<file path="src/rtl/uart_tx.sv">
// UART transmit serializer: start bit, LSB-first data, optional even parity, stop bits.
// Optional parity stage is compiled in when UART_TX_PARITY_EN is defined.
module uart_tx #(
  parameter int unsigned DATA_WIDTH = 8,
  parameter int unsigned STOP_BITS  = 1
) (
  input  logic                  clk,
  input  logic                  rst,
  input  logic                  baud,
  input  logic                  tx_start,
  input  logic [DATA_WIDTH-1:0] tx_data,
  output logic                  tx,
  output logic                  tx_busy,
  output logic                  tx_done
);

  localparam int unsigned IdxW = $clog2(DATA_WIDTH);
  localparam logic [IdxW-1:0] LastIdx = IdxW'(DATA_WIDTH - 1);
  localparam logic LastStop = 1'(STOP_BITS - 1);

  typedef enum logic [2:0] {
    StIdle,
    StArm,
    StStart,
    StData,
`ifdef UART_TX_PARITY_EN
    StParity,
`endif
    StStop
  } state_e;

  state_e                  state_q, state_d;
  logic [DATA_WIDTH-1:0]   shift_q, shift_d;
  logic [IdxW-1:0]         bit_idx_q, bit_idx_d;
  logic                    stop_cnt_q, stop_cnt_d;
  logic                    tx_q, tx_d;
  logic                    busy_q, busy_d;
  logic                    done_q, done_d;
`ifdef UART_TX_PARITY_EN
  logic                    parity_q, parity_d;
`endif

  always_comb begin
    state_d    = state_q;
    shift_d    = shift_q;
    bit_idx_d  = bit_idx_q;
    stop_cnt_d = stop_cnt_q;
    tx_d       = tx_q;
    busy_d     = busy_q;
    done_d     = 1'b0;
`ifdef UART_TX_PARITY_EN
    parity_d   = parity_q;
`endif

    case (state_q)
      StIdle: begin
        tx_d = 1'b1;
        // A strobe coincident with the accept is consumed by ARM's wait, not the start bit
        if (tx_start) begin
          shift_d    = tx_data;
          busy_d     = 1'b1;
          bit_idx_d  = '0;
          stop_cnt_d = 1'b0;
`ifdef UART_TX_PARITY_EN
          parity_d   = ^tx_data;
`endif
          state_d    = StArm;
        end
      end

      StArm: begin
        if (baud) begin
          tx_d    = 1'b0;
          state_d = StStart;
        end
      end

      StStart: begin
        if (baud) begin
          tx_d      = shift_q[0];
          shift_d   = shift_q >> 1;
          bit_idx_d = '0;
          state_d   = StData;
        end
      end

      StData: begin
        if (baud) begin
          if (bit_idx_q < LastIdx) begin
            bit_idx_d = bit_idx_q + 1'b1;
            tx_d      = shift_q[0];
            shift_d   = shift_q >> 1;
          end else begin
`ifdef UART_TX_PARITY_EN
            tx_d    = parity_q;
            state_d = StParity;
`else
            tx_d       = 1'b1;
            stop_cnt_d = 1'b0;
            state_d    = StStop;
`endif
          end
        end
      end

`ifdef UART_TX_PARITY_EN
      StParity: begin
        if (baud) begin
          tx_d       = 1'b1;
          stop_cnt_d = 1'b0;
          state_d    = StStop;
        end
      end
`endif

      StStop: begin
        if (baud) begin
          if (stop_cnt_q == LastStop) begin
            busy_d  = 1'b0;
            done_d  = 1'b1;
            state_d = StIdle;
          end else begin
            stop_cnt_d = 1'b1;
          end
        end
      end

      default: begin
        tx_d    = 1'b1;
        busy_d  = 1'b0;
        state_d = StIdle;
      end
    endcase
  end

  always_ff @(posedge clk or posedge rst) begin
    if (rst) begin
      state_q    <= StIdle;
      shift_q    <= '0;
      bit_idx_q  <= '0;
      stop_cnt_q <= 1'b0;
      tx_q       <= 1'b1;
      busy_q     <= 1'b0;
      done_q     <= 1'b0;
`ifdef UART_TX_PARITY_EN
      parity_q   <= 1'b0;
`endif
    end else begin
      state_q    <= state_d;
      shift_q    <= shift_d;
      bit_idx_q  <= bit_idx_d;
      stop_cnt_q <= stop_cnt_d;
      tx_q       <= tx_d;
      busy_q     <= busy_d;
      done_q     <= done_d;
`ifdef UART_TX_PARITY_EN
      parity_q   <= parity_d;
`endif
    end
  end

  assign tx      = tx_q;
  assign tx_busy = busy_q;
  assign tx_done = done_q;

endmodule

</file>
<file path="config.mk">
export PLATFORM = sky130hd
export DESIGN_NAME = uart_tx
export DESIGN_NICKNAME = d
export VERILOG_FILES = /design/src/rtl/uart_tx.sv
export SDC_FILE = /design/constraint.sdc
export NUM_CORES = 1
export LEC_CHECK = 0
export BUFFER_PORTS_ARGS = -buffer_cell sky130_fd_sc_hd__buf_2
export CORE_ASPECT_RATIO = 0.8
export CORE_UTILIZATION = 45
export CTS_CLUSTER_DIAMETER = 50
export CTS_CLUSTER_SIZE = 10
export DETAILED_ROUTE_END_ITERATION = 16
export PLACE_DENSITY = 0.74
export SYNTH_ARGS = -nofsm -noshare
export SYNTH_HDL_FRONTEND = slang
export SYNTH_SLANG_ARGS = --single-unit
</file>
<file path="constraint.sdc">
create_clock -name clk -period 2.5 [get_ports clk]
set_input_delay 0.125 -clock clk [delete_from_list [all_inputs] [get_ports clk]]
set_output_delay 0.125 -clock clk [all_outputs]
set_load 0.01 [all_outputs]
</file>
==> key figures, run 1 <==
Final layout
  • Diode count: 0
  • Nets: 105
  • Share of cells above drive strength 1: 38.5%
  • Layout Area Growth over Synthesis: 13.7%
  • Finished layout cell area: 1000 um^2
  • Final core occ: 58.3%
  • Final std cells w/o fill: 113

Route
  • Wire per inst: 13.6 um
  • Detailed Routing Iterations Pass 1: 4
  • Antenna-violating nets left: 0
  • Routed vias: slightly above 600
  • DRT iter0 DRCs: 15
  • Vias per cell: 5.47
  • Final WL: approximately 1.5 mm
  • DRC viols: 0

Worst setup path
  • CP startpoint: state_q[1]
  • R2r worst-path depth: 3
  • Critical Path AT: 2.23 ns
  • R2R setup slack: ~0.44 ns
  • Launching point of the worst reg2reg path: state_q[1]
  • Element type at the critical path end: flop
  • Kind of critical path: flop to flop
  • Worst-path fanout max: 9
  • Startpoint types: flop
  • CP required: 2.67 ns
  • Reg2reg end: shift_q[2]

Place
  • Gpl congestion: roughly 0.9
  • Placed Area: 968 um^2
  • Pre-CTS setup slack: 0.440 ns
  • Placed cells: 108
  • PortBufs: 14
  • DP Wirelength: 1.09 mm

Die
  • DIE HEIGHT: 41.6 um
  • Core Area: 1720 um^2
  • Die Area: approximately 2100 um^2
  • Std-Cell Rows: 13
  • Chip width: 51.5 um
  • Starting density of the core: 51.2%
  • IO Pins: 15

Synthesis
  • Post-synthesis cell type count: 30
  • Synthesized Nets: 88
  • Synth Cell Area: around 880 um^2
  • Post-synthesis cell count: 75
  • Synthesis Warnings: 0
  • Seq/Total Area, Yosys: 48.3%
  • Average cell area after synthesis: about 12 um^2
  • Register bit total from synthesis: 17

Power
  • Sw frac: 32.0%
  • Switching pwr: 0.000307 W
  • PwrDens: around 960 nW/um^2
  • Peak supply drop: between 500 and 600 uV
  • Combinational share of power: 36.5%
  • Leak pwr: 0.475 nW
  • P_int: ~0.00065 W
  • Sequential share of power: between 40% and 50%
  • Clk network pwr share: 15.0%

Clock tree
  • # hold bufs at CTS: 1
  • CTS clk-pin slew, worst paths: 0.10 ns
  • Postcts setup bufs: 0
  • Root Driver: clkbuf_4
  • CTS tree: built
  • Clk buf depth: 2
  • Clock sinks: 17
  • Total CTS buffers: 3
  • H-tree Lvls: 1
  • CTS resizes: 0
  • Worst skew pair latency: a little under 0.3 ns

STA
  • Total negative setup slack: 0 ns
  • Final Skew: 0.00841 ns
  • Setup-failing EPs final: 0
  • Tmin final: 2.06 ns
  • Worst setup margin: 0.444 ns
  • Final hold vios: 0
  • Unrepaired setup endpoints after global routing: no
  • Count of pins over their slew limit: 0
  • Fmax: about 500 MHz
  • Part of the cycle the worst path needs: between 80% and 90%
  • Rel. slew slack: a little under three fifths
  • Slew @ Worst Pin: 0.647 ns

Global routing
  • GR Overflow Total: 0
  • Aggregate global-route resource usage: 17.7%
  • Vias in the first global route: around 600
  • Initial antenna violation count: 0
  • First-pass GRT wire length: 2.72 mm
  • Largest net degree at the start of global routing: 18

Hold path
  • Tightest Hold Check Type: primary input to flop
  • Hold depth: 3
  • Worst Hold End: shift_q[7]
  • Worst Hold Launch: tx_data[7]

Outcome
  • Status: complete, no violations

Flow run
  • Max Cap Violations: 0
==> critical path, cell delays in order (launching register included) <==
cell	delay [ns]
dfrtp_1	0.47
or3b_1	0.52
a221oi_4	0.56
mux2_2	0.39
==> kinds of logic (layout without fill, tap and decap cells) <==
kind of cell,Yosys count,after routing,synth area share [%]
and+or+nand+nor,16,16,10.1
DFF,17,17,48.3
AOI/OAI and AO/OA,16,16,16.1
adders and majority gates,1,1,1.42
muxes,16,16,20.1
buffers and inverters,9,25,3.97
==> synthesized netlist by cell type <==
library cell	number	area (um^2)
nand2_1	5	18.8
mux2i_1	2	20.0
dfstp_2	1	26.3
a311o_1	1	10.0
a211oi_1	2	15.0
buf_2	1	5.00
o22ai_1	1	6.26
a31o_2	1	8.76
or3_1	1	6.26
or3b_1	1	8.76
and2_1	1	6.26
a21oi_1	3	15.0
a32o_1	1	10.0
inv_1	6	22.5
and3b_1	1	8.76
clkbuf_1	2	7.51
a2bb2oi_1	2	17.5
a221o_1	1	10.0
nor2_1	3	11.3
a221oi_4	1	26.3
o21ai_0	1	5.00
dfrtp_1	16	400
o221a_2	1	11.3
o21bai_1	1	7.51
nand2b_1	1	6.26
and4_1	1	8.76
mux2_2	14	158
nand4_1	1	6.26
ha_1	1	12.5
or4_1	1	7.51
==> worst max-delay path by stage <==
| stage | to | slack (ns) | depth (start not counted) |
|---|---|---|---|
| 6_report | shift_q[2] | 0.44 | 3 |
| 2_1_floorplan | shift_q[0] | 0.59 | 4 |
| 5_1_grt | shift_q[0] | 0.31 | 3 |
| 3_3_place_gp | shift_q[6] | 0.47 | 3 |
| 3_5_place_dp | shift_q[5] | 0.44 | 3 |
| 4_1_cts | shift_q[2] | 0.42 | 3 |
==> layout make-up <==
cell class              count  area (um^2)
fillers                   163          719
flip-flops and latches     17          427
multi-input cells          49          422
repair buffers             15         80.1
well taps                  22         27.5
clock buffers               4         26.3
inverters                   6         22.5
==> stage by stage <==
stage	hold slack, ns	total power [W]
after floorplan	0.0503	0.000741
after global placement	0.238	0.000810
after detailed placement	0.244	0.000823
after CTS	0.0542	0.000972
after global routing	0.0810	0.00103
final	0.0669	0.000962
==> placed cells by master, fill, tap and decap left out, types with 2 or more instances in the layout <==
| master | synthesis | layout |
|---|---|---|
| a211oi_1 | 2 | 2 |
| a21oi_1 | 3 | 3 |
| a2bb2oi_1 | 2 | 2 |
| buf_2 | 1 | 14 |
| clkbuf_4 | 0 | 3 |
| dfrtp_1 | 16 | 16 |
| inv_1 | 6 | 6 |
| mux2_2 | 14 | 14 |
| mux2i_1 | 2 | 2 |
| nand2_1 | 5 | 5 |
| nor2_1 | 3 | 3 |
==> power by group through the flow <==
stage                     registers (W)  clock network [W]  logic (W)
after floorplan                0.000456                  0   0.000285
after global placement         0.000465                  0   0.000345
after detailed placement       0.000471                  0   0.000352
after CTS                      0.000466           0.000152   0.000354
after global routing           0.000482           0.000164   0.000387
final                          0.000467           0.000144   0.000351
==> state kept, by name, indices dropped and copies added (netlist names) <==
signal	count
tx_done	1
tx	1
tx_busy	1
state_q	3
shift_q	8
bit_idx_q	3
==> per-layer routing <==
| layer | vias up | wire length (um) | global-route usage (%) |
|---|---|---|---|
| met2 | 13 | 650 | 23.1 |
| met3 | 2 | 80 | 6.96 |
| met1 | 293 | 791 | 25.3 |
| met5 | - | 0 | 0 |
| li1 | 310 | - | - |
| met4 | 0 | 13 | 8.11 |
(Power assumes the default switching activity.)
==> inputs of run 2 (changes only) <==
==> constraint.sdc (replaced) <==
create_clock -name clk -period 2 [get_ports clk]
set_input_delay 0.1 -clock clk [delete_from_list [all_inputs] [get_ports clk]]
set_output_delay 0.1 -clock clk [all_outputs]
set_load 0.01 [all_outputs]
==> key figures, run 2 (same netlist as run 1, synthesis figures left out) <==
Place
  • Gpl congestion: 0.824 (was 0.881)
  • PortBufs: 14 (unchanged)
  • Placed Area: 998 um^2 (was 968 um^2)
  • DP Wirelength: 1.22 mm (was 1.09 mm)

Global routing
  • Largest net degree at the start of global routing: 18 (unchanged)
  • Vias in the first global route: 656 (was 592)
  • First-pass GRT wire length: 2.98 mm (was 2.72 mm)
  • Initial antenna violation count: 0 (unchanged)
  • Aggregate global-route resource usage: 19.4% (was 17.7%)
  • GR Overflow Total: 0 (unchanged)

STA
  • Setup-failing EPs final: 0 (unchanged)
  • Slew @ Worst Pin: 0.647 ns (about the same)
  • Unrepaired setup endpoints after global routing: no (unchanged)
  • Count of pins over their slew limit: 0 (unchanged)
  • Tmin final: 1.84 ns (was 2.06 ns)
  • Hold WS: 0.0362 ns (was 0.0669 ns)
  • Rel. slew slack: 56.8% (about the same)
  • Final Skew: 0.00351 ns (was 0.00841 ns)
  • Final hold vios: 0 (unchanged)
  • Part of the cycle the worst path needs: 91.8% (was 82.2%)
  • Fmax: 544 MHz (was 486 MHz)
  • Total negative setup slack: 0 ns (unchanged)

Clock tree
  • Clk buf depth: 2 (unchanged)
  • Clock sinks: 17 (unchanged)
  • Total CTS buffers: 3 (unchanged)
  • H-tree Lvls: 1 (unchanged)
  • Worst skew pair latency: 0.30 ns (was 0.29 ns)
  • CTS clk-pin slew, worst paths: 0.10 ns (about the same)
  • CTS tree: built (unchanged)
  • Root Driver: clkbuf_4 (unchanged)

Final layout
  • Share of cells above drive strength 1: 42.1% (was 38.5%)
  • Sequential cell area: 427 um^2 (unchanged)
  • Finished layout cell area: 1040 um^2 (was 1000 um^2)
  • Max reg flops: 8 (unchanged)
  • Layout Area Growth over Synthesis: 17.3% (was 13.7%)
  • Fill count: 167 (was 163)
  • Final core occ: 60.1% (was 58.3%)
  • Biggest regs: shift_q x8, bit_idx_q x3, state_q x3 (unchanged)
  • Area occupied by multi-input gates: 422 um^2 (unchanged)
  • Most frequent cells in the layout: dfrtp_1 (16), mux2_2 (14), buf_2 (14) (unchanged)
  • Nets: 109 (was 105)
  • Commonest non-fill, non-tap cell in the layout: dfrtp_1 (unchanged)
  • Biggest register: shift_q (unchanged)
  • Diode count: 0 (unchanged)

Route
  • Final WL: 1.62 mm (was 1.54 mm)
  • DRC viols: 0 (unchanged)
  • Antenna-violating nets left: 0 (unchanged)
  • Wire per inst: 13.9 um (was 13.6 um)
  • Detailed Routing Iterations Pass 1: 4 (unchanged)
  • Routed vias: 641 (was 618)
  • Vias per cell: 5.48 (was 5.47)
  • DRT iter0 DRCs: 4 (was 15)

Worst setup path
  • Worst-path fanout max: 9 (unchanged)
  • Startpoint types: flop (unchanged)
  • Kind of critical path: flop to flop (unchanged)
  • Slowest CP cell: dfrtp_1 (was a221oi_4)
  • Launching point of the worst reg2reg path: state_q[0] (was state_q[1])
  • Cell chain of the critical path: or3b_1 -> a221oi_4 -> buf_4 -> mux2_2 (was or3b_1 -> a221oi_4 -> mux2_2)
  • CP required: 2.20 ns (was 2.67 ns)
  • CP startpoint: state_q[0] (was state_q[1])
  • Reg2reg end: shift_q[2] (unchanged)
  • Element type at the critical path end: flop (unchanged)
  • R2R setup slack: 0.16 ns (was 0.44 ns)
  • Critical Path AT: 2.03 ns (was 2.23 ns)
  • Slowest stage delay, CP: 0.44 ns (was 0.56 ns)
  • R2r worst-path depth: 4 (was 3)

Hold path
  • Worst Hold End: shift_q[7] (unchanged)
  • Worst Hold Launch: tx_data[7] (unchanged)
  • Hold depth: 3 (unchanged)
  • Tightest Hold Check Type: primary input to flop (unchanged)

Die
  • Die Area: 2150 um^2 (unchanged)
  • Std-Cell Rows: 13 (unchanged)
  • DIE HEIGHT: 41.6 um (unchanged)
  • Chip width: 51.5 um (unchanged)
  • IO Pins: 15 (unchanged)
  • Starting density of the core: 51.2% (unchanged)
  • Core Area: 1720 um^2 (unchanged)

Power
  • Power Total: 0.00123 W (was 0.000962 W)
  • Peak supply drop: 631 uV (was 543 uV)
  • PwrDens: 1190 nW/um^2 (was 957 nW/um^2)
  • Leak pwr: 0.496 nW (was 0.475 nW)

Outcome
  • Status: complete, no violations (unchanged)

Flow run
  • Max Cap Violations: 0 (unchanged)
-- run 2: cell count changes in the layout (fill, tap and decap cells not counted) --
cell / previous run / this run
buf_4: 0 / 4
clkbuf_1: 1 / 0
clkinv_2: 0 / 1
-- run 2: cell type report --
class | count | share of cell area (%)
Sequential cell | 17 | 41.2
Timing Repair Buffer | 19 | 10.6
Multi-Input combinational cell | 49 | 40.7
Inverter | 6 | 2.17
Clock buffer | 3 | 2.17
Tap cell | 22 | 2.66
Clock inverter | 1 | 0.483
-- run 2: stage by stage --
| step | setup slack, ns | cells |
|---|---|---|
| 6_report | 0.163 | 117 |
| 5_1_grt | 0.114 | 117 |
| 4_1_cts | 0.154 | 117 |
| 3_5_place_dp | 0.172 | 112 |
| 3_3_place_gp | 0.233 | 112 |
| 2_1_floorplan | 0.0865 | 75 |
-- run 2: worst max path at each step --
stage,cells after the start,endpoint,slack [ns]
3_3_place_gp,4,shift_q[6],0.23
6_report,4,shift_q[2],0.16
3_5_place_dp,4,shift_q[2],0.17
5_1_grt,4,shift_q[2],0.11
4_1_cts,4,shift_q[2],0.15
2_1_floorplan,4,shift_q[0],0.09
-- run 2: critical path, delay by kind of cell, from the launching register on --
kind / cells / cell delay [ns]
mux: 1 / 0.35
buf+inv: 1 / 0.21
compound gates: 1 / 0.29
flops: 1 / 0.44
simple gates: 1 / 0.43
-- run 2: power by group --
part	switching, W	internal [W]
Clock	0.000118	0.0000748
Sequential	0.0000956	0.000477
Combinational	0.000190	0.000279
Total	0.000403	0.000830
-- run 2: routing by layer --
| layer | part of all wire (%) | vias up | GRT usage, % |
|---|---|---|---|
| li1 | - | 320 | - |
| met1 | 48 | 308 | 26.8 |
| met2 | 46 | 10 | 28.3 |
| met3 | 4.3 | 3 | 6.59 |
| met4 | 1.5 | 0 | 6.49 |
| met5 | 0 | - | 0 |
-- run 2: repair_timing --
item,in CTS,in global routing
hold buffers,1,0
buffers inserted,0,0
endpoints found under the hold margin,16,0
resized for setup,0,0
==> inputs of run 3 (changes only) <==
--- a/config.mk
+++ b/config.mk
@@ -8,6 +8,7 @@
 export BUFFER_PORTS_ARGS = -buffer_cell sky130_fd_sc_hd__buf_2
 export CORE_ASPECT_RATIO = 0.8
 export CORE_UTILIZATION = 45
+export CTS_BUF_LIST = sky130_fd_sc_hd__clkbuf_8
 export CTS_CLUSTER_DIAMETER = 50
 export CTS_CLUSTER_SIZE = 10
 export DETAILED_ROUTE_END_ITERATION = 16
==> key figures, run 3 (same netlist as run 1, synthesis figures left out) <==
Clock tree
  • # hold bufs at CTS: 1 (unchanged)
  • Worst skew pair latency: 0.26 ns (was 0.30 ns)
  • CTS tree: built (unchanged)
  • H-tree Lvls: 1 (unchanged)
  • CTS clk-pin slew, worst paths: 0.07 ns (was 0.10 ns)
  • Total CTS buffers: 3 (unchanged)
  • Root Driver: clkbuf_8 (was clkbuf_4)
  • Clock sinks: 17 (unchanged)
  • CTS resizes: 0 (unchanged)
  • Clk buf depth: 2 (unchanged)
  • Postcts setup bufs: 0 (unchanged)

Place
  • Gpl congestion: 0.824 (unchanged)
  • DP Wirelength: 1.22 mm (unchanged)
  • Placed Area: 998 um^2 (unchanged)
  • PortBufs: 14 (unchanged)

Die
  • DIE HEIGHT: 41.6 um (unchanged)
  • IO Pins: 15 (unchanged)
  • Chip width: 51.5 um (unchanged)
  • Std-Cell Rows: 13 (unchanged)
  • Die Area: 2150 um^2 (unchanged)
  • Core Area: 1720 um^2 (unchanged)
  • Starting density of the core: 51.2% (unchanged)

STA
  • Unrepaired setup endpoints after global routing: no (unchanged)
  • Rel. slew slack: 56.7% (was 56.8%)
  • Slew @ Worst Pin: 0.649 ns (was 0.647 ns)
  • Part of the cycle the worst path needs: 91.4% (was 91.8%)
  • Final Skew: 0.00323 ns (was 0.00351 ns)
  • Final hold vios: 0 (unchanged)
  • Total negative setup slack: 0 ns (unchanged)
  • Count of pins over their slew limit: 0 (unchanged)
  • Setup-failing EPs final: 0 (unchanged)
  • Tmin final: 1.83 ns (was 1.84 ns)
  • Fmax: 547 MHz (was 544 MHz)

Hold path
  • Tightest Hold Check Type: primary input to flop (unchanged)

Final layout
  • Layout Area Growth over Synthesis: 19.4% (was 17.3%)
  • Biggest register: shift_q (unchanged)
  • Commonest non-fill, non-tap cell in the layout: dfrtp_1 (unchanged)
  • Nets: 109 (unchanged)
  • Finished layout cell area: 1050 um^2 (was 1040 um^2)
  • Biggest regs: shift_q x8, bit_idx_q x3, state_q x3 (unchanged)
  • Share of cells above drive strength 1: 42.1% (unchanged)
  • Max reg flops: 8 (unchanged)
  • Diode count: 0 (unchanged)
  • Fill count: 161 (was 167)
  • Most frequent cells in the layout: dfrtp_1 (16), mux2_2 (14), buf_2 (14) (unchanged)
  • Final core occ: 61.2% (was 60.1%)

Global routing
  • Largest net degree at the start of global routing: 18 (unchanged)
  • GR Overflow Total: 0 (unchanged)
  • Aggregate global-route resource usage: 19.4% (unchanged)
  • Vias in the first global route: 656 (unchanged)
  • Initial antenna violation count: 0 (unchanged)
  • First-pass GRT wire length: 2.98 mm (unchanged)

Power
  • PwrDens: 1230 nW/um^2 (was 1190 nW/um^2)
  • Peak supply drop: 655 uV (was 631 uV)
  • Leak pwr: 0.504 nW (was 0.496 nW)

Route
  • Detailed Routing Iterations Pass 1: 2 (was 4)
  • Vias per cell: 5.54 (was 5.48)
  • DRT iter0 DRCs: 4 (unchanged)
  • DRC viols: 0 (unchanged)
  • Final WL: 1.61 mm (was 1.62 mm)
  • Antenna-violating nets left: 0 (unchanged)
  • Wire per inst: 13.8 um (was 13.9 um)
  • Routed vias: 648 (was 641)

Worst setup path
  • Kind of critical path: flop to flop (unchanged)
  • Element type at the critical path end: flop (unchanged)
  • Startpoint types: flop (unchanged)
  • CP required: 2.14 ns (was 2.20 ns)
  • Worst-path fanout max: 9 (unchanged)
  • Critical Path AT: 1.97 ns (was 2.03 ns)

Flow run
  • Max Cap Violations: 0 (unchanged)

Outcome
  • Status: complete, no violations (unchanged)
==> run 3: cell counts in the layout (fill, tap and decap cells not counted) <==
No cell type changed its count.
==> run 3: path summary, 6_finish.rpt <==
path / start / endpoint / slack, ns / cells after the start
setup / recovery: state_q[0] / shift_q[2] / 0.17 / 4
setup reg to reg: state_q[0] / shift_q[2] / 0.17 / 4
hold / removal: tx_data[7] / shift_q[7] / 0.09 / 3
hold reg to reg: shift_q[1] / shift_q[1] / 0.51 / 1
max in group asynchronous: rst / tx_busy / 1.11 / 3
min in group asynchronous: rst / shift_q[3] / 0.47 / 3
==> run 3: metrics by stage <==
stage	power, W	cells	setup WS, ns	hold WS, ns
after global placement	0.00103	112	0.233	0.211
after global routing	0.00141	117	0.123	0.111
final	0.00130	117	0.172	0.0875
after floorplan	0.000926	75	0.0865	0.0253
after CTS	0.00132	117	0.163	0.0810
after detailed placement	0.00105	112	0.172	0.216
==> run 3: worst max-delay path, cell delays in order (launching register included) <==
cell      delay [ns]
dfrtp_1         0.43
or3b_1          0.43
a221oi_4        0.29
buf_4           0.21
mux2_2          0.35
==> run 3: power breakdown <==
group          total (W)  switching [W]  leakage, nW  internal, W
Combinational   0.000467       0.000189        0.267     0.000279
Sequential      0.000574      0.0000956        0.212     0.000478
Clock           0.000261       0.000122       0.0255     0.000139
==> run 3: cell type report <==
type	count	area [um^2]	area share [%]
flip-flops and latches	17	427	40.5
well taps	22	27.5	2.61
clock buffers	3	41.3	3.91
inverters	6	22.5	2.14
repair buffers	19	110	10.4
multi-input cells	49	422	40.0
clock inverters	1	5.00	0.474
==> run 3: metal layers <==
layer / vias up / wire length, um / share of wire, % / GRT usage [%]
li1: 319 / - / - / -
met1: 314 / 779 / 48 / 26.8
met2: 12 / 743 / 46 / 28.3
met3: 3 / 62 / 3.8 / 6.59
met4: 0 / 28 / 1.7 / 6.49
met5: - / 0 / 0 / 0
